$ cat src/rtl/dff_pkg.sv
// Shared definitions for the elastic DFF pipeline.
// Count-width helper and default reset payload.
package dff_pkg;

    localparam int DFF_RESET_VAL = 0;

    // Bits needed to hold 0..depth inclusive.
    function automatic int clog2w(input int depth);
        return $clog2(depth + 1);
    endfunction

endpackage

$ cat src/rtl/dff_pipe_stage.sv
// One elastic pipeline stage: valid bit plus payload register.
// Payload only loads on a valid upstream word so bubbles never toggle it.
module dff_pipe_stage #(
    parameter int               WIDTH     = 8,
    parameter logic [WIDTH-1:0] RESET_VAL = '0
) (
    input  logic             clk,
    input  logic             reset_n,
    input  logic             flush,
    input  logic             up_valid,
    input  logic [WIDTH-1:0] up_data,
    input  logic             stage_ready,
    output logic             valid,
    output logic [WIDTH-1:0] data
);

    always_ff @(posedge clk or negedge reset_n) begin
        if (!reset_n) begin
            valid <= 1'b0;
            data  <= RESET_VAL;
        end else if (flush) begin
            valid <= 1'b0;
        end else if (stage_ready) begin
            valid <= up_valid;
            if (up_valid) begin
                data <= up_data;
            end
        end
    end

endmodule

$ cat src/rtl/dff_pipe.sv
// Parametrised elastic register pipeline with valid/ready backpressure,
// bubble collapse, synchronous flush and an occupancy counter.
module dff_pipe
    import dff_pkg::*;
#(
    parameter int               WIDTH     = 8,
    parameter int               DEPTH     = 4,
    parameter logic [WIDTH-1:0] RESET_VAL = WIDTH'(DFF_RESET_VAL)
) (
    input  logic                     clk,
    input  logic                     reset_n,
    input  logic                     flush,
    input  logic                     in_valid,
    output logic                     in_ready,
    input  logic [WIDTH-1:0]         in_data,
    output logic                     out_valid,
    input  logic                     out_ready,
    output logic [WIDTH-1:0]         out_data,
    output logic [clog2w(DEPTH)-1:0] count
);

    localparam int CW = clog2w(DEPTH);

    if (DEPTH < 1) begin : g_bad_depth
        $error("dff_pipe: DEPTH must be at least 1");
    end

    logic [DEPTH-1:0] v;
    logic [DEPTH-1:0] r;
    logic [WIDTH-1:0] d [DEPTH];
    logic             in_acc;
    logic             out_acc;

    // Ready ripples from the output back to the input in the same cycle.
    always_comb begin
        logic acc;
        r   = '0;
        acc = out_ready;
        for (int k = DEPTH - 1; k >= 0; k--) begin
            acc  = !v[k] | acc;
            r[k] = acc;
        end
    end

    for (genvar k = 0; k < DEPTH; k++) begin : g_stage
        logic             up_valid;
        logic [WIDTH-1:0] up_data;

        if (k == 0) begin : g_head
            assign up_valid = in_valid;
            assign up_data  = in_data;
        end else begin : g_body
            assign up_valid = v[k-1];
            assign up_data  = d[k-1];
        end

        dff_pipe_stage #(
            .WIDTH     (WIDTH),
            .RESET_VAL (RESET_VAL)
        ) u_stage (
            .clk         (clk),
            .reset_n     (reset_n),
            .flush       (flush),
            .up_valid    (up_valid),
            .up_data     (up_data),
            .stage_ready (r[k]),
            .valid       (v[k]),
            .data        (d[k])
        );
    end

    assign in_ready  = r[0] & !flush;
    assign out_valid = v[DEPTH-1] & !flush;
    assign out_data  = d[DEPTH-1];
    assign in_acc    = in_valid & in_ready;
    assign out_acc   = out_valid & out_ready;

    always_ff @(posedge clk or negedge reset_n) begin
        if (!reset_n) begin
            count <= '0;
        end else if (flush) begin
            count <= '0;
        end else if (in_acc & !out_acc) begin
            count <= count + CW'(1);
        end else if (out_acc & !in_acc) begin
            count <= count - CW'(1);
        end
    end

endmodule

$ cat config.mk
export PLATFORM = sky130hd
export DESIGN_NAME = dff_pipe
export DESIGN_NICKNAME = d
export VERILOG_FILES = /design/src/rtl/dff_pkg.sv /design/src/rtl/dff_pipe_stage.sv /design/src/rtl/dff_pipe.sv
export SDC_FILE = /design/constraint.sdc
export NUM_CORES = 1
export LEC_CHECK = 0
export CORE_AREA = 2 2 59 61
export CTS_CLUSTER_DIAMETER = 40
export DETAILED_ROUTE_END_ITERATION = 10
export DIE_AREA = 0 0 61 63
export PLACE_DENSITY = 0.84
export SETUP_SLACK_MARGIN = 0.4
export SYNTH_ARGS = -nofsm -noshare
export SYNTH_HDL_FRONTEND = slang
export SYNTH_HIERARCHICAL = 1
export SYNTH_SLANG_ARGS = --single-unit
$ cat constraint.sdc
create_clock -name clk -period 5.8 [get_ports clk]
set_input_delay 1.45 -clock clk [delete_from_list [all_inputs] [get_ports clk]]
set_output_delay 1.45 -clock clk [all_outputs]
set_load 0.1 [all_outputs]
==> results.txt, run 1 <==
final setup vio count = 0
Setup crit start kind = input port
Critical Path RT = 4350 ps
Worst-Margin Slew = 972 ps
Die Span Y = 63 µm
antenna violations before repair = 0
final setup margin = 1510 ps
syn avg cell area = 14.8 µm²
IO Pins = 26
Clock Skews = 13.3 ps
Reg power frac = 45.2%
register area = 976 µm²
clock sinks = 39
Worst-path clk slew = 110 ps
CP Class = in2out
pwr/cell area = 418 nW/µm²
Layout Nets = 158
Critical Path AT = 2840 ps
Final Max Slew Viols = 0
Final ANT Viol Nets = 0
layout cells sized above 1 = 34.0%
chip width = 61 µm
Peak VDD IR = 176 µV
max cap viols = 0
CTS tree = built
DRC viols = 0
share of Yosys cell area claimed by the top area cell type = 58.5%
P_sw = 0.340 mW
dpl ws = 1510 ps
GP Congestion = 0.771
post-route insts no fill = 190
synth unique cells = 19
Synth warnings = 6
final hold slack = 503 ps
endpoints failing hold = 0
min cycle time layout = 4290 ps
cell count after synthesis = 113
Yosys reg bits = 39
worst flop-to-flop path startpoint = g_stage[2].u_stage/valid
crit share post-route = 74.0%
H-Tree Depth = 2
vias in the first global route = 996
Initial DRC Count = 13
Net Sw Frac = 40.2%
Die Area = 3840 µm²
RSZ-0062 raised after global routing = no
setup_tns = 0 ps
post-route cell area = 2020 µm²
Setup crit end kind = output pin
Placeable Area = 3230 µm²
Wirelength per Cell = 13.2 µm
first drt pass iteration count = 3
leakage = 0.915 nW
Post-synth EDFFs = 0
via count = 955
Inserted Clock Buffers = 5
Async S/R FF share, synth = 100%
clock latency on the worst-skew pair = 330 ps
clk root buf = clkbuf_4
total grt overflow = 0
CTS hold repair buffers = 0
top post-synthesis cells by area = dfrtp_1 58%, mux2_2 23%, nand3b_4 4.8%
fillcell total = 244
cell accounting for the most synthesized area = dfrtp_1
Via density = 5.03
net count after synthesis = 127
clock group share of total power = 15.8%
max_slew headroom = 35.0%
ANT cells = 0
max frequency = 233 MHz
multi-input logic area = 678 µm²
maximum clock path buffer count = 2
post-CTS setup buffers = 0
Post-CTS Resized = 0
leading cell type by number of instances after synthesis = dfrtp_1
Post-DP Area = 1960 µm²
CP max FO = 4
Layout area overhead = 21.0%
Top FF cell, synth = dfrtp_1
global-route wire length before repair = 4.37 mm
Post-Syn Area = 1670 µm²
HP Class = reg2reg
global-route usage over all layers = 15.5%
register area share after synthesis = 58.5%
DRT Wirelength = 2.51 mm
min-delay src = g_stage[1].u_stage/data[6]
combinational share of power = 39.0%
HPWL Detailed = 1.89 mm
# port buffers = 25
Int Power = 0.505 mW
most frequent cells after synthesis = 39 x dfrtp_1, 34 x mux2_2, 10 x nor2_1, 5 x nor2b_1
effective utilization at floorplan = 51.6%
row cnt = 21
largest net degree at the start of global routing = 40
crit path from = out_ready
Cells after DPL = 183
status = completed
state kept, by name, indices dropped and copies added (netlist names):
name                   count
count                      3
g_stage.u_stage/data      32
g_stage.u_stage/valid      4
final cells by class:
class	count	share of cell area, %
Clock buffer	6	2.54
Clock inverter	1	0.248
Inverter	3	0.558
Multi-Input combinational cell	70	33.6
Sequential cell	39	48.3
Tap cell	46	2.85
Timing Repair Buffer	25	11.9
cells in the final DEF, fill, tap and decap left out:
cell	netlist	layout
dfrtp_1	39	39
mux2_2	34	34
clkdlybuf4s50_1	0	22
nor2_1	10	10
nor2b_1	5	5
clkbuf_4	0	5
nand3b_4	4	4
mux2i_1	4	4
inv_1	3	3
nand2_1	2	2
nand4_1	2	2
buf_4	0	2
nand3_1	1	1
a21boi_0	1	1
and3b_1	1	1
a21oi_1	1	1
a31oi_1	1	1
nor3b_1	1	1
a221oi_2	1	1
mux2_1	1	1
fa_1	1	1
clkinv_2	0	1
clkbuf_8	0	1
clkbuf_2	0	1
worst paths after layout:
kind                                               to  slack (ps)  cells past startpoint
max reg2reg                                  count[2]        3850                      7
min                        g_stage[2].u_stage/data[6]         500                      1
min in group asynchronous  g_stage[0].u_stage/data[0]        1230                      1
max                                          in_ready        1510                      5
min reg2reg                g_stage[2].u_stage/data[6]         500                      1
max in group asynchronous  g_stage[1].u_stage/data[3]        4000                      1
critical path, stage by stage:
cell and delay, ps:
clkdlybuf4s50_1 460, nor2b_1 240, nand4_1 230, nor2b_1 200, buf_4 250
routing by layer:
metal	global-route usage [%]	wire length [µm]	vias to the layer above
met5	0	0	-
met4	8.15	62	0
met3	3.73	80	6
met2	24.1	1260	19
met1	19.7	1100	469
li1	-	-	461
logic make-up (layout without fill, tap and decap cells):
group           after synthesis  count (layout)  share of synthesized area [%]
buf+inv                       4              35                          0.899
flops                        39              39                           58.5
fa+ha+maj                     1               1                           1.20
mux                          39              39                           26.0
simple gates                 26              26                           11.4
compound gates                4               4                           2.02
metrics by stage:
| stage | utilization [%] | total power [mW] |
|---|---|---|
| after global routing | 62.5 | 0.888 |
| after detailed placement | 60.7 | 0.720 |
| after global placement | 60.7 | 0.706 |
| final | 62.5 | 0.844 |
| after floorplan | - | 0.631 |
| after CTS | 62.5 | 0.857 |
power by group through the flow:
stage | registers (mW) | clock network [mW] | logic [mW]
after floorplan | 0.548 | 0 | 0.0828
after global placement | 0.382 | 0 | 0.324
after detailed placement | 0.388 | 0 | 0.332
after CTS | 0.382 | 0.142 | 0.332
after global routing | 0.391 | 0.153 | 0.344
final | 0.382 | 0.133 | 0.329
(Power assumes the default switching activity.)
==> run 2, diff against run 1 <==
- CORE_AREA: 2 2 59 61 -> 2 2 60 62
- DIE_AREA: 0 0 61 63 -> 0 0 62 64
- PLACE_DENSITY: 0.84 -> 0.82
- clock period: 5.8 -> 4 ns (I/O delays scaled with it)
==> results.txt, run 2 (synthesis results as in run 1) <==
status = completed
Placeable Area = 3280 µm²
r2r setup slk = 2010 ps
RSZ-0062 raised after global routing = no
max frequency = 294 MHz
via count = 963
Critical Path AT = 2400 ps
Die Area = 3970 µm²
GP Congestion = 0.827
pwr/cell area = 625 nW/µm²
Final ANT Viol Nets = 0
Setup crit start kind = input port
antenna violations before repair = 0
Worst-Margin Slew = 964 ps
Initial DRC Count = 27
Worst-path clk slew = 100 ps
Net Sw Frac = 38.4%
dpl ws = 616 ps
CP Class = in2out
clock group share of total power = 20.8%
effective utilization at floorplan = 50.8%
HPWL Detailed = 1.91 mm
Final Max Slew Viols = 0
CP top delay family = simple AND/OR/NAND/NOR gates
DRT Wirelength = 2.54 mm
CTS tree = built
final setup vio count = 0
top flop regs = g_stage.u_stage/data x32, g_stage.u_stage/valid x4, count x3
clk root buf = clkbuf_4
endpoints failing hold = 0
row cnt = 21
fillcell total = 260
Inserted Clock Buffers = 5
CTS hold repair buffers = 0
Wirelength per Cell = 13.3 µm
Setup crit end kind = output pin
HP Class = reg2reg
leakage = 0.938 nW
most frequent cells in the layout = 39 x dfrtp_1, 34 x mux2_2, 22 x clkdlybuf4s50_1
Layout Nets = 158
global-route usage over all layers = 15.5%
final setup margin = 600 ps
Layout area overhead = 24.4%
overall power = 1.30 mW
ANT cells = 0
IO Pins = 26
global-route wire length before repair = 4.51 mm
Int Power = 0.800 mW
maximum clock path buffer count = 2
CP Cell Sequence = clkdlybuf4s50_1 -> nor2b_1 -> nand4_1 -> nor2b_2 -> buf_12
Die Span Y = 64 µm
P_sw = 0.499 mW
max_slew headroom = 35.6%
Clock Skews = 8.99 ps
vias in the first global route = 986
CP max stage cell = clkdlybuf4s50_1
CP max FO = 4
clock sinks = 39
post-CTS setup buffers = 0
# port buffers = 25
largest register by flop count = g_stage.u_stage/data
Critical Path RT = 3000 ps
clock latency on the worst-skew pair = 340 ps
DRC viols = 0
combinational share of power = 36.9%
total grt overflow = 0
Reg power frac = 42.3%
Worst path max stage delay = 450 ps
layout cells sized above 1 = 35.2%
max reg flops = 32
min cycle time layout = 3400 ps
Peak VDD IR = 337 µV
Via density = 5.04
Post-CTS Resized = 0
largest net degree at the start of global routing = 40
first drt pass iteration count = 4
crit share post-route = 85.0%
chip width = 62 µm
CP bufs+invs = 2
max cap viols = 0
commonest non-fill, non-tap cell in the layout = dfrtp_1
H-Tree Depth = 2
setup_tns = 0 ps
[run 2: power groups by stage]
stage | combinational [mW] | clock [mW] | sequential, mW
after floorplan | 0.120 | 0 | 0.795
after global placement | 0.472 | 0 | 0.553
after detailed placement | 0.482 | 0 | 0.562
after CTS | 0.483 | 0.278 | 0.553
after global routing | 0.502 | 0.299 | 0.566
final | 0.479 | 0.270 | 0.550
[run 2: worst paths after layout]
path	from	end	cells after the start
setup / recovery	out_ready	in_ready	5
hold / removal	g_stage[0].u_stage/data[5]	g_stage[0].u_stage/data[5]	1
setup reg to reg	g_stage[2].u_stage/valid	count[2]	6
hold reg to reg	g_stage[0].u_stage/data[5]	g_stage[0].u_stage/data[5]	1
max in group asynchronous	reset_n	g_stage[3].u_stage/data[6]	1
min in group asynchronous	reset_n	g_stage[1].u_stage/data[1]	1
[run 2: final cells by class]
type / count / area (µm²) / share of cell area [%]
well taps: 46 / 57.6 / 2.77
clock buffers: 6 / 51.3 / 2.47
flip-flops and latches: 39 / 976 / 47.0
inverters: 3 / 11.3 / 0.542
multi-input cells: 70 / 681 / 32.8
repair buffers: 25 / 265 / 12.8
clock inverters: 2 / 35.0 / 1.69
[run 2: through the flow]
stage               utilization, %  std cells  area (µm²)  hold WS [ps]
floorplan                        -        113        1670           475
global placement              60.6        183        1990           486
detailed placement            60.6        183        1990           489
CTS                           63.2        191        2080           513
global route                  63.2        191        2080           532
finish                        63.2        191        2080           513
[run 2: routing by layer]
layer | global-route usage (%) | share of wire, % | up-vias
li1 | - | - | 461
met1 | 19.5 | 45 | 477
met2 | 24.6 | 50 | 20
met3 | 4.86 | 3.5 | 5
met4 | 5.59 | 1.6 | 0
met5 | 0 | 0 | -
==> run 3, diff against run 2 <==
- CAP_MARGIN: default -> 20
==> results of run 3 <==
No change in the layout: final DEF, timing and power equal those of run 2.
